## config.mk

```make
export PLATFORM = sky130hd
export DESIGN_NAME = mem_arbiter
export DESIGN_NICKNAME = d
export VERILOG_FILES = /design/src/rtl/mem_arbiter.sv
export SDC_FILE = /design/constraint.sdc
export NUM_CORES = 1
export LEC_CHECK = 0
export ABC_CLOCK_PERIOD_IN_PS = 3900
export CAP_MARGIN = 30
export CORE_AREA = 4 4 169 171
export CTS_CLUSTER_SIZE = 40
export DETAILED_ROUTE_END_ITERATION = 16
export DIE_AREA = 0 0 173 175
export PLACE_DENSITY_LB_ADDON = 0.1
export SLEW_MARGIN = 20
export SYNTH_ARGS = -nofsm -noshare
export SYNTH_HDL_FRONTEND = slang
export SYNTH_SLANG_ARGS = --single-unit
export TNS_END_PERCENT = 5
```

## constraint.sdc

```tcl
create_clock -name clockIn -period 3.9 [get_ports clockIn]
set_input_delay 0.975 -clock clockIn [delete_from_list [all_inputs] [get_ports clockIn]]
set_output_delay 0.975 -clock clockIn [all_outputs]
set_load 0.02 [all_outputs]
```

## src/rtl/mem_arbiter.sv

```systemverilog
// rtl/mem_arbiter.sv - byte-wide RAM port sequencer for instruction fetch and load/store buffer
module mem_arbiter #(
    parameter logic [1:0] IO_HI = 2'b11
) (
    input  logic        clockIn,
    input  logic        resetIn,
    input  logic        readyIn,
    input  logic        clearIn,
    input  logic        ioBufferFull,
    input  logic        lsbFlag,
    input  logic [2:0]  lsbOp,
    input  logic [31:0] lsbAddr,
    input  logic [31:0] lsbDataIn,
    output logic [31:0] lsbData,
    output logic        lsbOk,
    input  logic        ifFlag,
    input  logic [31:0] ifAddr,
    output logic [31:0] ifData,
    output logic        ifOk,
    input  logic [7:0]  ramIn,
    output logic [7:0]  ramOut,
    output logic [31:0] ramAddr,
    output logic        ramWr
);

    localparam logic [1:0] S_IDLE  = 2'd0;
    localparam logic [1:0] S_READ  = 2'd1;
    localparam logic [1:0] S_WRITE = 2'd2;
    localparam logic [1:0] S_DONE  = 2'd3;

    logic [1:0]  state_q,    state_d;
    logic        owner_lsb_q, owner_lsb_d;
    logic [31:0] base_q,     base_d;
    logic [31:0] wdata_q,    wdata_d;
    logic [2:0]  nbytes_q,   nbytes_d;
    logic [2:0]  cnt_q,      cnt_d;
    logic [31:0] rd_buf_q,   rd_buf_d;
    logic [31:0] ram_addr_q, ram_addr_d;
    logic [7:0]  ram_out_q,  ram_out_d;
    logic        ram_wr_q,   ram_wr_d;
    logic        lsb_ok_q,   lsb_ok_d;
    logic        if_ok_q,    if_ok_d;
    logic [31:0] lsb_data_q, lsb_data_d;
    logic [31:0] if_data_q,  if_data_d;

    logic        io_stall;
    logic [2:0]  cnt_next;
    logic [1:0]  lane_next;
    logic [31:0] rd_buf_cap;

    // I/O writes stall on the byte currently presented to the port
    assign io_stall  = (state_q == S_WRITE) && (ram_addr_q[17:16] == IO_HI) && ioBufferFull;
    assign cnt_next  = cnt_q + 3'd1;
    assign lane_next = cnt_next[1:0];

    // READ cycle c (c >= 1) sees the byte addressed in cycle c-1
    always_comb begin
        rd_buf_cap = rd_buf_q;
        case (cnt_q)
            3'd1:    rd_buf_cap[7:0]   = ramIn;
            3'd2:    rd_buf_cap[15:8]  = ramIn;
            3'd3:    rd_buf_cap[23:16] = ramIn;
            3'd4:    rd_buf_cap[31:24] = ramIn;
            default: rd_buf_cap = rd_buf_q;
        endcase
    end

    always_comb begin
        state_d     = state_q;
        owner_lsb_d = owner_lsb_q;
        base_d      = base_q;
        wdata_d     = wdata_q;
        nbytes_d    = nbytes_q;
        cnt_d       = cnt_q;
        rd_buf_d    = rd_buf_q;
        ram_addr_d  = ram_addr_q;
        ram_out_d   = ram_out_q;
        ram_wr_d    = ram_wr_q;
        lsb_ok_d    = lsb_ok_q;
        if_ok_d     = if_ok_q;
        lsb_data_d  = lsb_data_q;
        if_data_d   = if_data_q;

        if (readyIn) begin
            case (state_q)
                S_IDLE: begin
                    if (lsbFlag) begin
                        owner_lsb_d = 1'b1;
                        base_d      = lsbAddr;
                        wdata_d     = lsbDataIn;
                        cnt_d       = 3'd0;
                        rd_buf_d    = 32'd0;
                        ram_addr_d  = lsbAddr;
                        case (lsbOp[1:0])
                            2'b00:   nbytes_d = 3'd1;
                            2'b01:   nbytes_d = 3'd2;
                            default: nbytes_d = 3'd4;
                        endcase
                        if (lsbOp[2]) begin
                            state_d   = S_WRITE;
                            ram_out_d = lsbDataIn[7:0];
                            ram_wr_d  = 1'b1;
                        end else begin
                            state_d   = S_READ;
                        end
                    end else if (ifFlag) begin
                        owner_lsb_d = 1'b0;
                        base_d      = ifAddr;
                        nbytes_d    = 3'd4;
                        cnt_d       = 3'd0;
                        rd_buf_d    = 32'd0;
                        ram_addr_d  = ifAddr;
                        state_d     = S_READ;
                    end
                end
                S_READ: begin
                    if (clearIn) begin
                        state_d  = S_IDLE;
                        ram_wr_d = 1'b0;
                    end else begin
                        rd_buf_d = rd_buf_cap;
                        cnt_d    = cnt_next;
                        if (cnt_next < nbytes_q) begin
                            ram_addr_d = base_q + {29'd0, cnt_next};
                        end
                        if (cnt_q == nbytes_q) begin
                            state_d = S_DONE;
                            if (owner_lsb_q) begin
                                lsb_data_d = rd_buf_cap;
                                lsb_ok_d   = 1'b1;
                            end else begin
                                if_data_d  = rd_buf_cap;
                                if_ok_d    = 1'b1;
                            end
                        end
                    end
                end
                S_WRITE: begin
                    // committed stores ignore clearIn and always finish
                    if (!io_stall) begin
                        if (cnt_next == nbytes_q) begin
                            state_d  = S_DONE;
                            ram_wr_d = 1'b0;
                            lsb_ok_d = 1'b1;
                        end else begin
                            cnt_d      = cnt_next;
                            ram_addr_d = base_q + {29'd0, cnt_next};
                            ram_out_d  = wdata_q[{lane_next, 3'b000} +: 8];
                        end
                    end
                end
                default: begin
                    state_d  = S_IDLE;
                    lsb_ok_d = 1'b0;
                    if_ok_d  = 1'b0;
                end
            endcase
        end
    end

    always_ff @(posedge clockIn or negedge resetIn) begin
        if (!resetIn) begin
            state_q     <= S_IDLE;
            owner_lsb_q <= 1'b0;
            base_q      <= 32'd0;
            wdata_q     <= 32'd0;
            nbytes_q    <= 3'd0;
            cnt_q       <= 3'd0;
            rd_buf_q    <= 32'd0;
            ram_addr_q  <= 32'd0;
            ram_out_q   <= 8'd0;
            ram_wr_q    <= 1'b0;
            lsb_ok_q    <= 1'b0;
            if_ok_q     <= 1'b0;
            lsb_data_q  <= 32'd0;
            if_data_q   <= 32'd0;
        end else begin
            state_q     <= state_d;
            owner_lsb_q <= owner_lsb_d;
            base_q      <= base_d;
            wdata_q     <= wdata_d;
            nbytes_q    <= nbytes_d;
            cnt_q       <= cnt_d;
            rd_buf_q    <= rd_buf_d;
            ram_addr_q  <= ram_addr_d;
            ram_out_q   <= ram_out_d;
            ram_wr_q    <= ram_wr_d;
            lsb_ok_q    <= lsb_ok_d;
            if_ok_q     <= if_ok_d;
            lsb_data_q  <= lsb_data_d;
            if_data_q   <= if_data_d;
        end
    end

    assign ramAddr = ram_addr_q;
    assign ramOut  = ram_out_q;
    assign ramWr   = ram_wr_q & readyIn & ~io_stall;
    assign lsbOk   = lsb_ok_q;
    assign ifOk    = if_ok_q;
    assign lsbData = lsb_data_q;
    assign ifData  = if_data_q;

endmodule
```

==> reports/qor.csv <==
metric;value;unit
Seq pwr share;0.358;
Fillers;2561;
clock latency on the worst-skew pair;0.52;ns
Nets;1317;
Remaining DRCs;0;
syn_nets;1117;
sequential element share of the synthesized area;0.519;
Clock Sinks;212;
cell-internal power;6.51;mW
Yosys warning count;0;
fin crit share;0.856;
number of CTS-inserted buffers;24;
share of cells above drive strength 1;0.0998;
leak pwr;5.86;nW
WL per Instance;17.6;microns
Synth area leader;dfrtp_1;
RSZ-0062 raised after global routing;false;
clk root buf;clkbuf_16;
Layout Area Growth over Synthesis;32.5;%
Worst EP required;2.92;ns
htree depth;1;
power per cell area;768;mW/mm^2
Die H;175;microns
Via-to-Cell Ratio;5.10;
Post-synth top flop;dfrtp_1;
Post-synth EDFFs;0;
synth unique cells;53;
placed cell area;0.0127;sq mm
antenna cell count;0;
Min-Delay Path Class;primary input to asynchronous set/reset pin;
port bufs;220;
Hold Violations, Final;0;
Period minus WS final;3.34;ns
final antenna-violating net count;0;
Yosys reg bits;212;
Resized Gates After CTS;0;
Clock Skews;0.0148;ns
Routability Congestion;0.811;
critical path launch point type;primary input;
synthesized area per cell;10.3;sq um
dpl ws;0.567;ns
Net Sw Power;3.89;mW
Mapped Cells;987;
fin area;0.0135;sq mm
Ports;221;
Worst-Margin Slew;0.772;ns
# setup viols final;0;
max frequency;300;MHz
CP Capture Type;output port;
combinational power share;0.422;
ys async rst share;1.00;
DRT Pass-1 Iters;4;
vias post-DR;7882;
cts hold-fix bufs;0;
row cnt;60;
Mapped Area;0.0102;sq mm
outcome;finished clean;
synth top area cells;dfrtp_1 (52%), mux2i_1 (7.0%), o21ai_0 (7.0%);
Sw Share;0.374;
final WL;27.2;mm
Worst VDD drop;344;uV
worst setup margin;0.562;ns
Max Root-Sink Buffers;3;
most frequent cells in the layout;clkdlybuf4s50_1 (218), dfrtp_1 (212), nand2_1 (167);
largest net degree at the start of global routing;84;
setup TNS;0;ns
drt initial violations;461;
setup bufs post-CTS;0;
gr ovfl total;0;
core area;0.0269;sq mm
Crit Path Class;primary input to output port;
top cell type's share of synthesized area;0.519;
crit path DAT;2.36;ns
die area;0.0303;sq mm
DIE WIDTH;173;microns
first-pass GRT wire length;44.0;mm
worst rel slew slack;0.479;
HPWL after DPL;19.3;mm
worst-path fanout max;2;
total track usage;0.176;
CTS tree;built;
most common cell after layout, fill and taps aside;clkdlybuf4s50_1;
Max Slew Vio Count;0;
clock power share;0.220;
worst hold margin;0.454;ns
Worst-path clk slew;0.06;ns
Max Cap Violations;0;
initial antenna violation count;0;
via count of the first global-routing pass;7877;
Initial Util;0.380;
-- synthesized netlist by cell type, drive strengths merged (2+ instances only) --
master	number
dfrtp	212
nand2	167
o21ai	142
mux2i	71
mux2	43
clkbuf	41
a21oi	37
buf	25
a22oi	24
nor2	24
nor3	19
inv	16
nand3	16
xor2	16
ha	15
xnor2	12
nand4	11
o211ai	11
a221o	9
nor2b	9
mux4	8
or3	7
and3	6
and4	6
nor4	5
and2	4
o2111ai	4
o31ai	4
a22o	2
a31oi	2
a41oi	2
nand2b	2
-- layout make-up --
cell class / instances / area (sq um) / area share
Sequential cell: 212 / 5310 / 0.392
Multi-Input combinational cell: 692 / 4570 / 0.338
Timing Repair Buffer: 240 / 2360 / 0.175
Clock buffer: 34 / 709 / 0.0524
Tap cell: 341 / 427 / 0.0315
Clock inverter: 8 / 90.1 / 0.00666
Inverter: 17 / 63.8 / 0.00471
-- registers in the layout (all words and copies together) (netlist names) --
| signal | flops |
|---|---|
| base_q | 32 |
| ifData | 32 |
| lsbData | 32 |
| ramAddr | 32 |
| rd_buf_q | 32 |
| wdata_q | 32 |
| ramOut | 8 |
| cnt_q | 3 |
| nbytes_q | 3 |
| state_q | 2 |
| ifOk | 1 |
| lsbOk | 1 |
| owner_lsb_q | 1 |
| ram_wr_q | 1 |
-- power groups by stage --
stage                     clock network, mW  logic [mW]  registers [mW]
after floorplan                           0        2.44            4.03
after global placement                    0        4.38            3.74
after detailed placement                  0        4.46            3.75
after CTS                              2.35        4.46            3.72
after global routing                   2.43        4.85            3.85
final                                  2.28        4.39            3.72
-- logic make-up (layout without fill, tap and decap cells) --
kind of cell	after synthesis	after routing	synth area share
adder cells (fa/ha/maj)	16	16	0.0203
AO/OA/AOI/OAI	244	244	0.140
XOR/XNOR	28	28	0.0240
multiplexers	122	122	0.135
buffers and inverters	83	299	0.0346
AND/OR/NAND/NOR	282	282	0.127
flip-flops	212	212	0.519
-- worst max-delay path, stage by stage --
cell             delay [ns]
clkdlybuf4s50_1        0.51
nand4_1                0.13
and3_1                 0.22
clkdlybuf4s50_1        0.53
-- routing by layer --
metal  share of wire  wire length [microns]  vias up  global-route usage
met4           0.014                    385        0              0.0266
met5               0                      0        -                   0
met1            0.48                  13100     3763               0.257
met3           0.057                   1560       30              0.0363
li1                -                      -     3904                   -
met2            0.45                  12200      185               0.278
-- path summary, 6_finish.rpt --
check	startpoint	end	slack, ns	cells after the start
max in group asynchronous	resetIn	lsbData[17]$_DFFE_PN0P_	2.52	2
worst min-delay path	resetIn	ramAddr[23]$_DFFE_PN0P_	0.45	1
worst max-delay path	ioBufferFull	ramWr	0.56	4
worst max register to register	cnt_q[1]$_DFFE_PN0P_	ramAddr[30]$_DFFE_PN0P_	0.78	10
worst min register to register	ifData[27]$_DFFE_PN0P_	ifData[27]$_DFFE_PN0P_	0.47	2
min in group clockIn	ifData[27]$_DFFE_PN0P_	ifData[27]$_DFFE_PN0P_	0.47	2
-- stage by stage --
step | power (mW) | util | std cells
after detailed placement | 8.21 | 0.474 | 1502
after global routing | 11.1 | 0.504 | 1544
after global placement | 8.12 | 0.474 | 1502
after floorplan | 6.47 | - | 987
final | 10.4 | 0.504 | 1544
after CTS | 10.5 | 0.504 | 1544
Power figures use the tool's default switching activity.
